### src/rtl/ps2_scancode_assembler.sv
// Assembles PS/2 Set-2 bytes into 9-bit key events with make/brakee pulses.
// Handles E0/F0 prefixes, the E1 Pause run, control bytes, prefix timeouts and repeat suppression.
module ps2_scancode_assembler #(
  parameter int unsigned TIMEOUT_CYCLES  = 250000,
  parameter bit          SUPPRESS_REPEAT = 1'b1,
  parameter logic [8:0]  PAUSE_CODE      = 9'h0E1
) (
  input  logic       clk,
  input  logic       reset,
  input  logic [7:0] din,
  input  logic       dinNew,
  output logic [8:0] keyCode,
  output logic       make,
  output logic       brakee,
  output logic       seqError
);

  localparam int unsigned   CW       = (TIMEOUT_CYCLES > 1) ? $clog2(TIMEOUT_CYCLES) : 1;
  localparam logic [CW-1:0] CNT_LAST = CW'(TIMEOUT_CYCLES - 1);

  typedef enum logic [2:0] {S_IDLE, S_EXT, S_BRK, S_EXTBRK, S_PAUSE} state_t;
  typedef enum logic [2:0] {EV_NONE, EV_MAKE, EV_BREAK, EV_PAUSE, EV_ERR} event_t;

  state_t        state, state_n;
  logic [2:0]    skip, skip_n;
  logic [CW-1:0] cnt, cnt_n;
  logic [8:0]    held, held_n;
  logic [8:0]    code;
  event_t        ev;
  logic          is_ctrl, is_prefix, byte_in, timeout, fake_shift;
  logic          make_n, brakee_n, err_n;
  logic [8:0]    key_n;

  assign is_ctrl   = din inside {8'hAA, 8'hFA, 8'hFE, 8'hEE, 8'h00, 8'hFF};
  assign is_prefix = din inside {8'hE0, 8'hF0, 8'hE1};
  // Control bytes are only data while skipping the Pause run.
  assign byte_in   = dinNew && (state == S_PAUSE || !is_ctrl);
  assign timeout   = !byte_in && state != S_IDLE && cnt == CNT_LAST;

  always_ff @(posedge clk) begin
    // NOTE: all state uses non-blocking assignments so every register samples pre-edge values.
    if (reset) begin
      state    <= S_IDLE;
      skip     <= '0;
      cnt      <= '0;
      held     <= '0;
      keyCode  <= '0;
      make     <= 1'b0;
      brakee   <= 1'b0;
      seqError <= 1'b0;
    end else begin
      state    <= state_n;
      skip     <= skip_n;
      cnt      <= cnt_n;
      held     <= held_n;
      keyCode  <= key_n;
      make     <= make_n;
      brakee   <= brakee_n;
      seqError <= err_n;
    end
  end

  always_comb begin
    // NOTE: every comb output gets a default first, so no path can infer a latch.
    state_n = state;
    skip_n  = skip;
    ev      = EV_NONE;
    code    = {1'b0, din};
    if (byte_in) begin
      unique case (state)
        S_IDLE: begin
          if (din == 8'hE0)      state_n = S_EXT;
          else if (din == 8'hF0) state_n = S_BRK;
          else if (din == 8'hE1) begin
            state_n = S_PAUSE;
            skip_n  = 3'd7;
          end else ev = EV_MAKE;
        end
        S_EXT: begin
          code = {1'b1, din};
          if (din == 8'hF0) state_n = S_EXTBRK;
          else begin
            state_n = S_IDLE;
            ev      = is_prefix ? EV_ERR : EV_MAKE;
          end
        end
        S_BRK, S_EXTBRK: begin
          code    = {state == S_EXTBRK, din};
          state_n = S_IDLE;
          ev      = is_prefix ? EV_ERR : EV_BREAK;
        end
        S_PAUSE: begin
          skip_n = skip - 3'd1;
          if (skip == 3'd1) begin
            state_n = S_IDLE;
            ev      = EV_PAUSE;
          end
        end
        default: state_n = S_IDLE;
      endcase
    end else if (timeout) begin
      state_n = S_IDLE;
      ev      = EV_ERR;
    end
    // Counter measures the gap since the last accepted byte while a prefix is pending.
    if (byte_in || state_n == S_IDLE) cnt_n = '0;
    else                              cnt_n = cnt + CW'(1);
  end

  assign fake_shift = (code == 9'h112) || (code == 9'h159);

  always_comb begin
    make_n   = 1'b0;
    brakee_n = 1'b0;
    err_n    = 1'b0;
    key_n    = keyCode;
    held_n   = held;
    unique case (ev)
      EV_MAKE: begin
        if (!fake_shift && !(SUPPRESS_REPEAT && code == held)) begin
          make_n = 1'b1;
          key_n  = code;
          held_n = code;
        end
      end
      EV_BREAK: begin
        if (!fake_shift) begin
          brakee_n = 1'b1;
          key_n    = code;
          if (code == held) held_n = '0;
        end
      end
      EV_PAUSE: begin
        make_n = 1'b1;
        key_n  = PAUSE_CODE;
      end
      EV_ERR:  err_n = 1'b1;
      default: ;
    endcase
  end

endmodule
### config.mk
export PLATFORM = sky130hd
export DESIGN_NAME = ps2_scancode_assembler
export DESIGN_NICKNAME = d
export VERILOG_FILES = /design/src/rtl/ps2_scancode_assembler.sv
export SDC_FILE = /design/constraint.sdc
export NUM_CORES = 1
export LEC_CHECK = 0
export BUFFER_PORTS_ARGS = -buffer_cell sky130_fd_sc_hd__buf_2
export CORE_MARGIN = 8
export CORE_UTILIZATION = 45
export CTS_BUF_LIST = sky130_fd_sc_hd__clkbuf_8
export CTS_CLUSTER_SIZE = 28
export DETAILED_ROUTE_END_ITERATION = 10
export SYNTH_ARGS = -nofsm -noshare
export SYNTH_HDL_FRONTEND = slang
export SYNTH_SLANG_ARGS = --single-unit
export TNS_END_PERCENT = 20
### constraint.sdc
create_clock -name clk -period 6.6 [get_ports clk]
set_input_delay 0.33 -clock clk [delete_from_list [all_inputs] [get_ports clk]]
set_output_delay 0.33 -clock clk [all_outputs]
set_load 0.02 [all_outputs]
* Word level (Yosys, flattened, before mapping)
Index checks and enable logic that the tools add are counted.
** Cells by class
- Add/subtract/negate cells :: 2
- Equal/unequal tests :: 27
- Mux-type cells :: 34
- Bitwise gates (word level) :: 1
- Reductions and logical operators :: 26
** Operators with widths (count)
- $eq A8 B8 Y1 const B :: 8
- $mux W9 :: 5
- $mux W3 :: 14
- $pmux W9 S2 :: 2
- $pmux W9 S3 :: 1
- $add A18 B1 Y18 const B :: 1
- $eq A18 B18 Y1 const B :: 1
- $eq A9 B9 Y1 const B :: 2
- $eq A3 B2 Y1 const B :: 4
- $ne A2 B2 Y1 const B :: 6
- $pmux W3 S4 :: 1
- $eq A3 B1 Y1 const B :: 3
- $eq A9 B9 Y1 :: 1
- $pmux W3 S3 :: 1
- $reduce_bool A3 Y1 :: 3
- $logic_not A8 Y1 :: 1
- $eq A3 B3 Y1 const B :: 2
- $logic_not A3 Y1 :: 2
- $mux W1 :: 6
- $pmux W3 S2 :: 1
- $reduce_bool A6 Y1 :: 1
- $reduce_or A2 Y1 :: 3
- $reduce_and A5 Y1 :: 1
- $logic_and A1 B1 Y1 :: 4
- 9 further kinds :: 16
** Word-level totals
- Register bits :: 45
- Output and inout bits :: 12
- Logic and storage cells :: 98

* Longest topological paths before layout
Gate-level depths: netlist of the first run.
- Word-level depth :: 13
- Mapped depth :: 10
- Mapped depth without buffers :: 9

* Worst setup path before layout of the first run
No wires, ideal clock.
- Kind :: input to register
- Start point :: input port din[1]
- End point :: register keyCode[0]
- Arrival time :: 2.287 ns
- Data required time :: 6.514 ns
- Setup slack :: 4.228 ns
- Stages on the path :: 9
- Path buffers :: 2
- Cells stage by stage :: buf_2 or4_4 o21ai_4 a21oi_2 mux2i_4 a211oi_2 buf_4 nor2_1 a211oi_1
** On the way
- Longest elaborated chain between the ends :: 13
- Elaborated cells between the ends (all ways) :: 45
** RTL lines
- start, declared :: RTL line 10 : input logic [7:0] din,
- $eq A8 B8 Y1 / $logic_not A8 Y1 (equally long branches) :: RTL line 34 : assign is_ctrl = din inside {8'hAA, 8'hFA, 8'hFE, 8'hEE, 8'h00, 8'hFF};
- $reduce_bool A6 Y1 :: RTL line 34
- $logic_not A1 Y1 :: RTL line 37 : assign byte_in = dinNew && (state == S_PAUSE || !is_ctrl);
- $logic_or A1 B1 Y1 :: RTL line 37
- $logic_and A1 B1 Y1 :: RTL line 37
- $logic_not A1 Y1 :: RTL line 38 : assign timeout = !byte_in && state != S_IDLE && cnt == CNT_LAST;
- $logic_and A1 B1 Y1 (2 in a row) :: RTL line 38
- $mux W3 :: RTL line 101 : end else if (timeout) begin
- $mux W3 :: RTL line 69 : if (byte_in) begin
- $eq A3 B1 Y1 / $eq A3 B2 Y1 (equally long branches) :: RTL line 118 : unique case (ev)
- $ne A2 B2 Y1 (no source line) / $reduce_bool A3 Y1 (equally long branches)
- $reduce_and A3 Y1 (no source line)
- end signal, assigned :: RTL line 56 : keyCode <= key_n;
- end, declared :: RTL line 12 : output logic [8:0] keyCode,
Parallel ways exist; a longest one is shown, timed or not. The select of a mux whose other input is x is not followed.
A chain may end at the register's enable or synchronous reset.

* Final worst setup path of the first run
- Start point :: register skip[0]
- End point :: register keyCode[8]
** On the way
- Longest elaborated chain between the ends :: 7
- Elaborated cells between the ends (all ways) :: 12
** RTL lines
- start, declared :: RTL line 25 : logic [2:0] skip, skip_n;
- start signal, assigned :: RTL line 53 : skip <= skip_n;
- $eq A3 B1 Y1 (*) :: RTL line 94 : if (skip == 3'd1) begin
- $mux W2 (*) :: RTL line 94
- $pmux W3 S4 (*) :: RTL line 70 : unique case (state)
- $mux W3 (*) :: RTL line 69
- $eq A3 B1 Y1 / $eq A3 B2 Y1 (equally long branches) :: RTL line 118
- $ne A2 B2 Y1 (no source line) / $reduce_bool A3 Y1 (equally long branches)
- $reduce_and A3 Y1 (no source line)
Mark *: on every way between the ends. The rest lies on a longest branch, timed or not.

==> flow_summary.toml, run 1 <==
[run_status]
status = "complete, no violations"

[drt]
detail_route.iter0.violations = 100
ant_nets = 0
wl_per_cell_um = 13.6
drt_drc_violations_left = 0
vias = 1928
wl_mm = 4.99
via_per_inst = 5.25
firstDrtPassIters = 4

[logic_synthesis]
synthArstFlopShare = 0
syn_avg_cell_area_um2 = 8.42
yosysMostFrequentCell = "dfxtp_1"
synth_flop_cell = "dfxtp_1"
synth_area_leaders = "dfxtp_1, xor2_1, nor2_1, nand2b_1, mux2i_1"
synth_top_area_frac = 0.378
synthDistinctLibCells = 46
yosysSeqAreaShare = 0.378
synth-seq-cells = 45
ys_top_cells_by_count = "dfxtp_1, nor2_1, nand2_1"
syn-cell-area_um2 = 2380
synth_nets = 297
yosys.area.top_type = "dfxtp_1"
synth_cells = 283
yosysWarnings = 0
synth_edf_count = 0

[critical_path]
critPathMaxFanout = 17
r2r_slack_ns = 3.85
r2r_cells = 8
setup.worst_path.end_class = "register"
startpoint_type = "register"
crit_path_end = "keyCode[8]$_SDFFE_PP0P_"
critPathRequiredTime_ns = 6.75
worstSetupPathType = "register to register"
arrival_ns = 2.90
r2r_end = "keyCode[8]$_SDFFE_PP0P_"
reg2reg_from = "skip[0]$_SDFFE_PP0P_"
worstSetupStartpoint = "skip[0]$_SDFFE_PP0P_"

[die]
fp.dieH_um = 88.8
dieArea_um2 = 7880
die_width_um = 88.8
rows = 26
initial_core_util = 0.467
core_area_um2 = 5110
io_pins = 23

[clocking]
cts_setup_buffers = 0
cts_buffers = 5
insertion_delay_ns = 0.29
clock-root-buffer = "clkbuf_8"
clkTransAtPathRegs_ns = 0.08
cts_max_level = 2
ctsResizeCount = 0
cts_sinks = 45
cts_hold_buf = 0
cts_tree = "yes"
clock_path_buffers = 2

[timing]
worst_slew_pin_slew_ns = 0.938
fmax_ghz = 0.364
whs_ns = 0.365
relSlewSlack = 0.373
hold_viol = 0
rsz0062_at_grt = "no"
maxSlewViolCount = 0
setup_viol = 0
skew_ns = 0.00703
tns_ns = 0
fin_crit_sh = 0.417
fin_crit_ns = 2.75

[layout]
layout.nets = 312
final_layout_size_suffix_gt1_frac = 0.135
antenna_cells = 0
syn2layout_area_growth_pct = 8.14

[power]
p_comb_frac = 0.107
vdd_drop_max_v = 0.000122
switching_share = 0.245
p_clk_frac = 0.314
seqPwrFrac = 0.579
internal-power_mw = 0.368
cellPowerDensity_nw_per_um2 = 189
p_sw_mw = 0.120
leakage_nw = 0.966

[global_route]
busiest_layer = "met2"
grt_max_degree = 31
grt_pass1_wl_mm = 8.76
grt_use_met3 = 0.0325
grt_pass1_vias = 1867
gr-usage-met2 = 0.201
grt_overflow_total = 0
antenna_found_initial = 0
grtUsageMet1 = 0.192
track_usage = 0.137

[placed_design]
gp_congestion = 0.807
place_hpwl_mm = 3.61
io_buffers = 22

[flow_run]
maxCapViolations = 0

[hold_path]
hold_start = "din[2]"
hold_class = "input pin to register"
==> final cells by class <==
class | instances | area [µm²]
inverters | 7 | 26.3
clock inverters | 1 | 5.00
repair buffers | 23 | 118
clock buffers | 5 | 68.8
well taps | 70 | 87.6
flip-flops and latches | 45 | 901
fillers | 497 | 2530
multi-input cells | 216 | 1370
==> metrics by stage <==
step	utilization	area (µm²)	std cells	power (mW)	setup slack, ns
final	0.505	2580	367	0.487	3.85
after global routing	0.505	2580	367	0.513	3.61
after CTS	0.505	2580	367	0.496	3.83
after detailed placement	0.490	2500	361	0.341	3.70
after global placement	0.490	2500	361	0.340	3.74
after floorplan	-	2380	283	0.327	4.23
==> logic make-up after synthesis <==
group,synth area share
simple gates,0.286
buf+inv,0.0467
flops,0.378
compound gates,0.127
mux,0.0514
xor+xnor,0.0955
fa+ha+maj,0.0157
==> worst min-delay path by stage <==
stage / to / slack [ns] / cells past startpoint
after floorplan: cnt[0]$_SDFF_PP0_ / 0.43 / 1
after global placement: cnt[0]$_SDFF_PP0_ / 0.45 / 1
after detailed placement: cnt[0]$_SDFF_PP0_ / 0.46 / 1
after CTS: held[2]$_SDFFE_PP0P_ / 0.36 / 3
after global routing: held[5]$_SDFFE_PP0P_ / 0.37 / 3
final: held[2]$_SDFFE_PP0P_ / 0.36 / 3
==> metal layers <==
layer | vias to the layer above | wire length, µm
met3 | 6 | 242
li1 | 1002 | -
met5 | - | 0
met1 | 882 | 2640
met2 | 38 | 2070
met4 | 0 | 33
==> worst max-delay path, stage by stage (launching register included) <==
cell and delay (ns):
dfxtp_1 0.38, ha_1 0.15, nor2b_1 0.41, and3_1 0.28, nor2_1 0.08, a21o_1 0.22
a211oi_2 0.78, mux2i_1 0.27, nor2_1 0.05
==> power by group through the flow <==
stage / Sequential (mW) / Clock, mW / Combinational (mW)
final: 0.282 / 0.153 / 0.0521
after global routing: 0.283 / 0.173 / 0.0571
after CTS: 0.282 / 0.161 / 0.0523
after detailed placement: 0.289 / 0 / 0.0521
after global placement: 0.288 / 0 / 0.0519
after floorplan: 0.293 / 0 / 0.0347
==> cells in the final DEF, fill, tap and decap left out, types with 2 or more instances in the layout <==
master and instances:
a211oi_1 6, a21oi_1 17, a31oi_1 4, and2_1 3
and3_1 4, buf_2 22, clkbuf_8 5, dfxtp_1 45
ha_1 3, inv_1 7, mux2i_1 10, nand2_1 25
nand2b_1 18, nand3_1 14, nand4_1 4, nor2_1 38
nor2b_1 4, nor3_1 4, nor4_1 6, nor4b_1 4
o21ai_0 3, o21ai_2 2, or4_4 2, xnor2_1 9
xor2_1 17
==> flip-flops by register name, summed over array words and instances, names as in the netlist <==
register	cells
seqError	1
cnt	18
skip	3
brakee	1
make	1
keyCode	9
held	9
state	3
No activity file was read; power rests on OpenSTA's default activity.
==> run 2: changes to the inputs <==
--- a/config.mk
+++ b/config.mk
@@ -11,6 +11,7 @@
 export CTS_BUF_LIST = sky130_fd_sc_hd__clkbuf_8
 export CTS_CLUSTER_SIZE = 28
 export DETAILED_ROUTE_END_ITERATION = 10
+export PLACE_DENSITY = 0.66
 export SYNTH_ARGS = -nofsm -noshare
 export SYNTH_HDL_FRONTEND = slang
 export SYNTH_SLANG_ARGS = --single-unit
==> constraint.sdc (replaced) <==
create_clock -name clk -period 2.5 [get_ports clk]
set_input_delay 0.125 -clock clk [delete_from_list [all_inputs] [get_ports clk]]
set_output_delay 0.125 -clock clk [all_outputs]
set_load 0.02 [all_outputs]
==> flow_summary.toml, run 2 (synthesized netlist as in run 1, its figures left out) <==
[drt]
drt_drc_violations_left = 0
wl_mm = 4.96
wl_per_cell_um = 13.2
ant_nets = 0
firstDrtPassIters = 4
vias = 1991
via_per_inst = 5.28
detail_route.iter0.violations = 170

[die]
io_pins = 23
initial_core_util = 0.467
dieArea_um2 = 7880
core_area_um2 = 5110
rows = 26
die_width_um = 88.8
fp.dieH_um = 88.8

[power]
cellPowerDensity_nw_per_um2 = 508
vdd_drop_max_v = 0.000271
leakage_nw = 1.02

[clocking]
cts_buffers = 5
insertion_delay_ns = 0.29
cts_max_level = 2
cts_tree = "yes"
clkTransAtPathRegs_ns = 0.09
cts_setup_buffers = 0
cts_sinks = 45
clock_path_buffers = 2
ctsResizeCount = 0
clock-root-buffer = "clkbuf_8"
cts_hold_buf = 0

[critical_path]
r2r_slack_ns = 0.30
reg2reg_from = "state[0]$_SDFF_PP0_"
r2r_cells = 8
slowest_delay_ns = 0.43
critPathMaxFanout = 9
cp.depth = 8
cp.buffers_inverters = 1
startpoint_type = "register"
cpMaxStageDelayCell = "dfxtp_1"
crit_path_end = "held[2]$_SDFFE_PP0P_"
worstSetupStartpoint = "state[0]$_SDFF_PP0_"
critPathRequiredTime_ns = 2.72
path_cells = "nor2b_1 > nand2_1 > a21oi_2 > mux2i_4 > xnor2_1 > nor4b_2 > buf_4 > mux2i_1"
arrival_ns = 2.42
setup.worst_path.end_class = "register"
cp_top_family = "simple AND/OR/NAND/NOR gates"
r2r_end = "held[2]$_SDFFE_PP0P_"
worstSetupPathType = "register to register"

[timing]
setup_viol = 0
hold_viol = 0
fin_crit_sh = 0.879
relSlewSlack = 0.676
worst_slew_pin_slew_ns = 0.486
tns_ns = 0
maxSlewViolCount = 0
fmax_ghz = 0.455
fin_crit_ns = 2.20
rsz0062_at_grt = "no"
skew_ns = 0.00725

[hold_path]
hold_class = "input pin to register"

[layout]
largest_register_ffs = 18
n_fill_cell = 503
final_common_cell = "dfxtp_1"
final_layout_size_suffix_gt1_frac = 0.163
syn2layout_area_growth_pct = 11.6
regMostFlops = "cnt"
layout.nets = 320
reg_top3 = "cnt x18, held x9, keyCode x9"
final_area_um2 = 2660
antenna_cells = 0
final_cell_mix = "dfxtp_1, nor2_1, nand2_1"

[global_route]
antenna_found_initial = 0
grt_overflow_total = 0
track_usage = 0.138
grt_pass1_wl_mm = 8.71
grt_max_degree = 31
grt_pass1_vias = 1890

[run_status]
status = "complete, no violations"

[flow_run]
maxCapViolations = 0

[placed_design]
io_buffers = 22
post_dp_cell_area_um2 = 2560
place_hpwl_mm = 3.58
gp_congestion = 0.827
## run 2: changes by cell type in the layout (fill, tap and decap cells not counted), sizes merged
cell / before / now
buf: 23 / 31
clkbuf: 5 / 6
clkinv: 1 / 2
## run 2: through the flow
stage	hold WS (ns)	instances	total power, mW	util	worst slack, ns
2_1_floorplan	0.267	283	0.864	-	0.310
3_3_place_gp	0.445	369	0.903	0.502	0.276
3_5_place_dp	0.458	369	0.904	0.502	0.209
4_1_cts	0.138	377	1.37	0.521	0.303
5_1_grt	0.154	377	1.42	0.521	0.0625
6_report	0.157	377	1.35	0.521	0.302
## run 2: metal layers
metal  vias to the layer above  GRT usage  wire [µm]
met1                       917      0.184       2450
met5                         -          0          0
met4                         0     0.0369         51
met2                        48      0.212       2190
met3                         6     0.0353        278
li1                       1020          -          -
## run 2: final cells by class
| type | instances | area [µm²] | area share |
|---|---|---|---|
| clock inverters | 2 | 13.8 | 0.00517 |
| flip-flops and latches | 45 | 901 | 0.339 |
| repair buffers | 31 | 178 | 0.0668 |
| well taps | 70 | 87.6 | 0.0329 |
| clock buffers | 6 | 82.6 | 0.0310 |
| inverters | 7 | 26.3 | 0.00988 |
| multi-input cells | 216 | 1370 | 0.516 |
## run 2: worst min path at each step
stage / end / slack [ns] / depth (start not counted) / start
4_1_cts: held[2]$_SDFFE_PP0P_ / 0.14 / 3 / din[2]
3_5_place_dp: keyCode[4]$_SDFFE_PP0P_ / 0.46 / 2 / keyCode[4]$_SDFFE_PP0P_
3_3_place_gp: held[2]$_SDFFE_PP0P_ / 0.45 / 3 / din[2]
2_1_floorplan: held[5]$_SDFFE_PP0P_ / 0.27 / 2 / din[5]
6_report: keyCode[2]$_SDFFE_PP0P_ / 0.16 / 3 / din[2]
5_1_grt: held[2]$_SDFFE_PP0P_ / 0.15 / 3 / din[2]
## run 2: power by group
part / internal (mW) / total, mW / leakage [nW] / switching (mW)
combinational: 0.0556 / 0.142 / 0.601 / 0.0863
sequential: 0.735 / 0.745 / 0.366 / 0.00986
clock: 0.224 / 0.465 / 0.0512 / 0.241
## run 2: worst register-to-register path, delay by kind of cell (launching register included)
family / cells / cell delay [ns]
AND/OR/NAND/NOR: 3 / 0.61
AO/OA/AOI/OAI: 1 / 0.23
multiplexers: 2 / 0.52
buffers and inverters: 1 / 0.24
XOR/XNOR: 1 / 0.10
flip-flops: 1 / 0.43
==> run 3: changes to the inputs <==
--- a/config.mk
+++ b/config.mk
@@ -5,13 +5,14 @@
 export SDC_FILE = /design/constraint.sdc
 export NUM_CORES = 1
 export LEC_CHECK = 0
+export ABC_AREA = 1
 export BUFFER_PORTS_ARGS = -buffer_cell sky130_fd_sc_hd__buf_2
 export CORE_MARGIN = 8
 export CORE_UTILIZATION = 45
 export CTS_BUF_LIST = sky130_fd_sc_hd__clkbuf_8
 export CTS_CLUSTER_SIZE = 28
 export DETAILED_ROUTE_END_ITERATION = 10
-export PLACE_DENSITY = 0.66
+export PLACE_DENSITY = 0.65
 export SYNTH_ARGS = -nofsm -noshare
 export SYNTH_HDL_FRONTEND = slang
 export SYNTH_SLANG_ARGS = --single-unit
==> flow_summary.toml, run 3 <==
[logic_synthesis]
synth-seq-cells = 45
synthDistinctLibCells = 32
yosysWarnings = 0
syn_avg_cell_area_um2 = 7.02
synth_cells = 379
yosysSeqAreaShare = 0.339
synth_nets = 393
synth_area_leaders = "dfxtp_1, nand2_1, nor2_1, nand3_1, inv_1"
synth_flop_cell = "dfxtp_1"
yosys.area.top_type = "dfxtp_1"
synthArstFlopShare = 0
syn-cell-area_um2 = 2660
yosysMostFrequentCell = "nand2_1"
synth_top_area_frac = 0.339
ys_top_cells_by_count = "nand2_1, nor2_1, dfxtp_1"
synth_edf_count = 0

[layout]
final_area_um2 = 2890
reg_top3 = "cnt x18, held x9, keyCode x9"
final_common_cell = "nand2_1"
seqCellArea_um2 = 901
antenna_cells = 0
final_core_util = 0.497
largest_register_ffs = 18
regMostFlops = "cnt"
syn2layout_area_growth_pct = 8.51
final_layout_size_suffix_gt1_frac = 0.196
multi_input_area_um2 = 1480
final_cell_mix = "nand2_1, nor2_1, dfxtp_1"
n_fill_cell = 600
layout.nets = 410
fin_cells = 472

[power]
power_mw = 1.51
vdd_drop_max_v = 0.000410
switching_share = 0.254
p_comb_frac = 0.118
internal-power_mw = 1.13
p_sw_mw = 0.384
leakage_nw = 1.20
cellPowerDensity_nw_per_um2 = 523
p_clk_frac = 0.383
seqPwrFrac = 0.499

[placed_design]
place_hpwl_mm = 4.31
post_dp_cell_area_um2 = 2770
dp_cells = 464
place_ws_ns = 0.246
gp_congestion = 0.849
io_buffers = 22

[drt]
via_per_inst = 4.87
detail_route.iter0.violations = 122
drt_drc_violations_left = 0
vias = 2298
ant_nets = 0
wl_per_cell_um = 12.0
wl_mm = 5.67
firstDrtPassIters = 4

[timing]
worst_slew_pin_slew_ns = 0.557
fin_crit_ns = 2.26
fmax_ghz = 0.442
maxSlewViolCount = 0
hold_viol = 0
tns_ns = 0
whs_ns = 0.154
setup_slack_ns = 0.235
fin_crit_sh = 0.906
rsz0062_at_grt = "no"
setup_viol = 0
relSlewSlack = 0.625
skew_ns = 0.00294

[global_route]
track_usage = 0.137
antenna_found_initial = 0
grt_max_degree = 22
grt_pass1_wl_mm = 9.78
grt_pass1_vias = 2128
grt_overflow_total = 0

[clocking]
cts_sinks = 45
cts_buffers = 5
cts_hold_buf = 0
clock_path_buffers = 2
cts_setup_buffers = 0
cts_tree = "yes"
cts_max_level = 2
clock-root-buffer = "clkbuf_8"
clkTransAtPathRegs_ns = 0.09
insertion_delay_ns = 0.30

[critical_path]
cpMaxStageDelayCell = "dfxtp_1"
r2r_slack_ns = 0.24
arrival_ns = 2.46
critPathRequiredTime_ns = 2.69
slowest_delay_ns = 0.36
worstSetupPathType = "register to register"
critPathMaxFanout = 21
path_cells = "inv_2 > nand2_1 > nor2_1 > nand3_1 > nand2_1 > nand3_4 > nor2_4 > nand2_1 > nand2_1 > nand2_2 > buf_4 > a21oi_1 > nor2_1"
setup.worst_path.end_class = "register"
timing.critical_path.mode_cell = "nand2_1"
startpoint_type = "register"

[die]
initial_core_util = 0.458
io_pins = 23
rows = 28
dieArea_um2 = 8630
core_area_um2 = 5820
die_width_um = 92.9
fp.dieH_um = 92.9

[flow_run]
maxCapViolations = 0

[run_status]
status = "complete, no violations"

[hold_path]
hold_class = "input pin to register"
[run 3: cell count changes after synthesis, moves of 5 or more]
| cell | before | now |
|---|---|---|
| nand2_1 | 25 | 68 |
| inv_1 | 7 | 36 |
| nor2_1 | 38 | 65 |
| nand2b_1 | 18 | 0 |
| nand3_1 | 14 | 32 |
| nor2_2 | 0 | 13 |
| mux2i_1 | 10 | 0 |
| inv_2 | 0 | 9 |
| clkbuf_1 | 6 | 1 |
| nand3_2 | 0 | 5 |
[run 3: timing repair]
item                       4_1_cts  5_1_grt
resized for setup                0        1
setup endpoints to repair        0        3
hold endpoints to repair         0        0
[run 3: area by class of cell]
type                            instances  area share
Sequential cell                        45       0.312
Clock buffer                            6      0.0286
Tap cell                               75      0.0325
Multi-Input combinational cell        275       0.512
Inverter                               45      0.0585
Timing Repair Buffer                   24      0.0433
Clock inverter                          2      0.0130
[run 3: cells by family after synthesis]
group,Yosys count,share of synthesized area
and+or+nand+nor,213,0.385
buffers and inverters,59,0.107
DFF,45,0.339
AOI/OAI and AO/OA,36,0.0799
xor gates and xnor gates,23,0.0757
adders and majority gates,3,0.0141
[run 3: power groups by stage]
stage	combinational, mW	clock [mW]	sequential (mW)
after floorplan	0.122	0	0.783
after global placement	0.178	0	0.771
after detailed placement	0.178	0	0.771
after CTS	0.179	0.597	0.754
after global routing	0.199	0.624	0.757
final	0.178	0.579	0.754
[run 3: final timing paths]
check,from,to,cells past startpoint
worst max-delay path,state[1]$_SDFF_PP0_,keyCode[1]$_SDFFE_PP0P_,13
worst min-delay path,reset,keyCode[3]$_SDFFE_PP0P_,2
worst max register to register,state[1]$_SDFF_PP0_,keyCode[1]$_SDFFE_PP0P_,13
worst min register to register,cnt[0]$_SDFF_PP0_,cnt[0]$_SDFF_PP0_,1
[run 3: layer usage]
metal | vias up | GRT usage | part of all wire
li1 | 1230 | - | -
met1 | 1030 | 0.167 | 0.47
met2 | 32 | 0.236 | 0.49
met3 | 6 | 0.0291 | 0.034
met4 | 0 | 0.0376 | 0.0097
met5 | - | 0 | 0
[run 3: critical path, delay by kind of cell (launching register included)]
family                 cells  cell delay, ns
and+or+nand+nor           10            1.29
AOI/OAI and AO/OA          1            0.15
DFF                        1            0.36
buffers and inverters      2            0.35
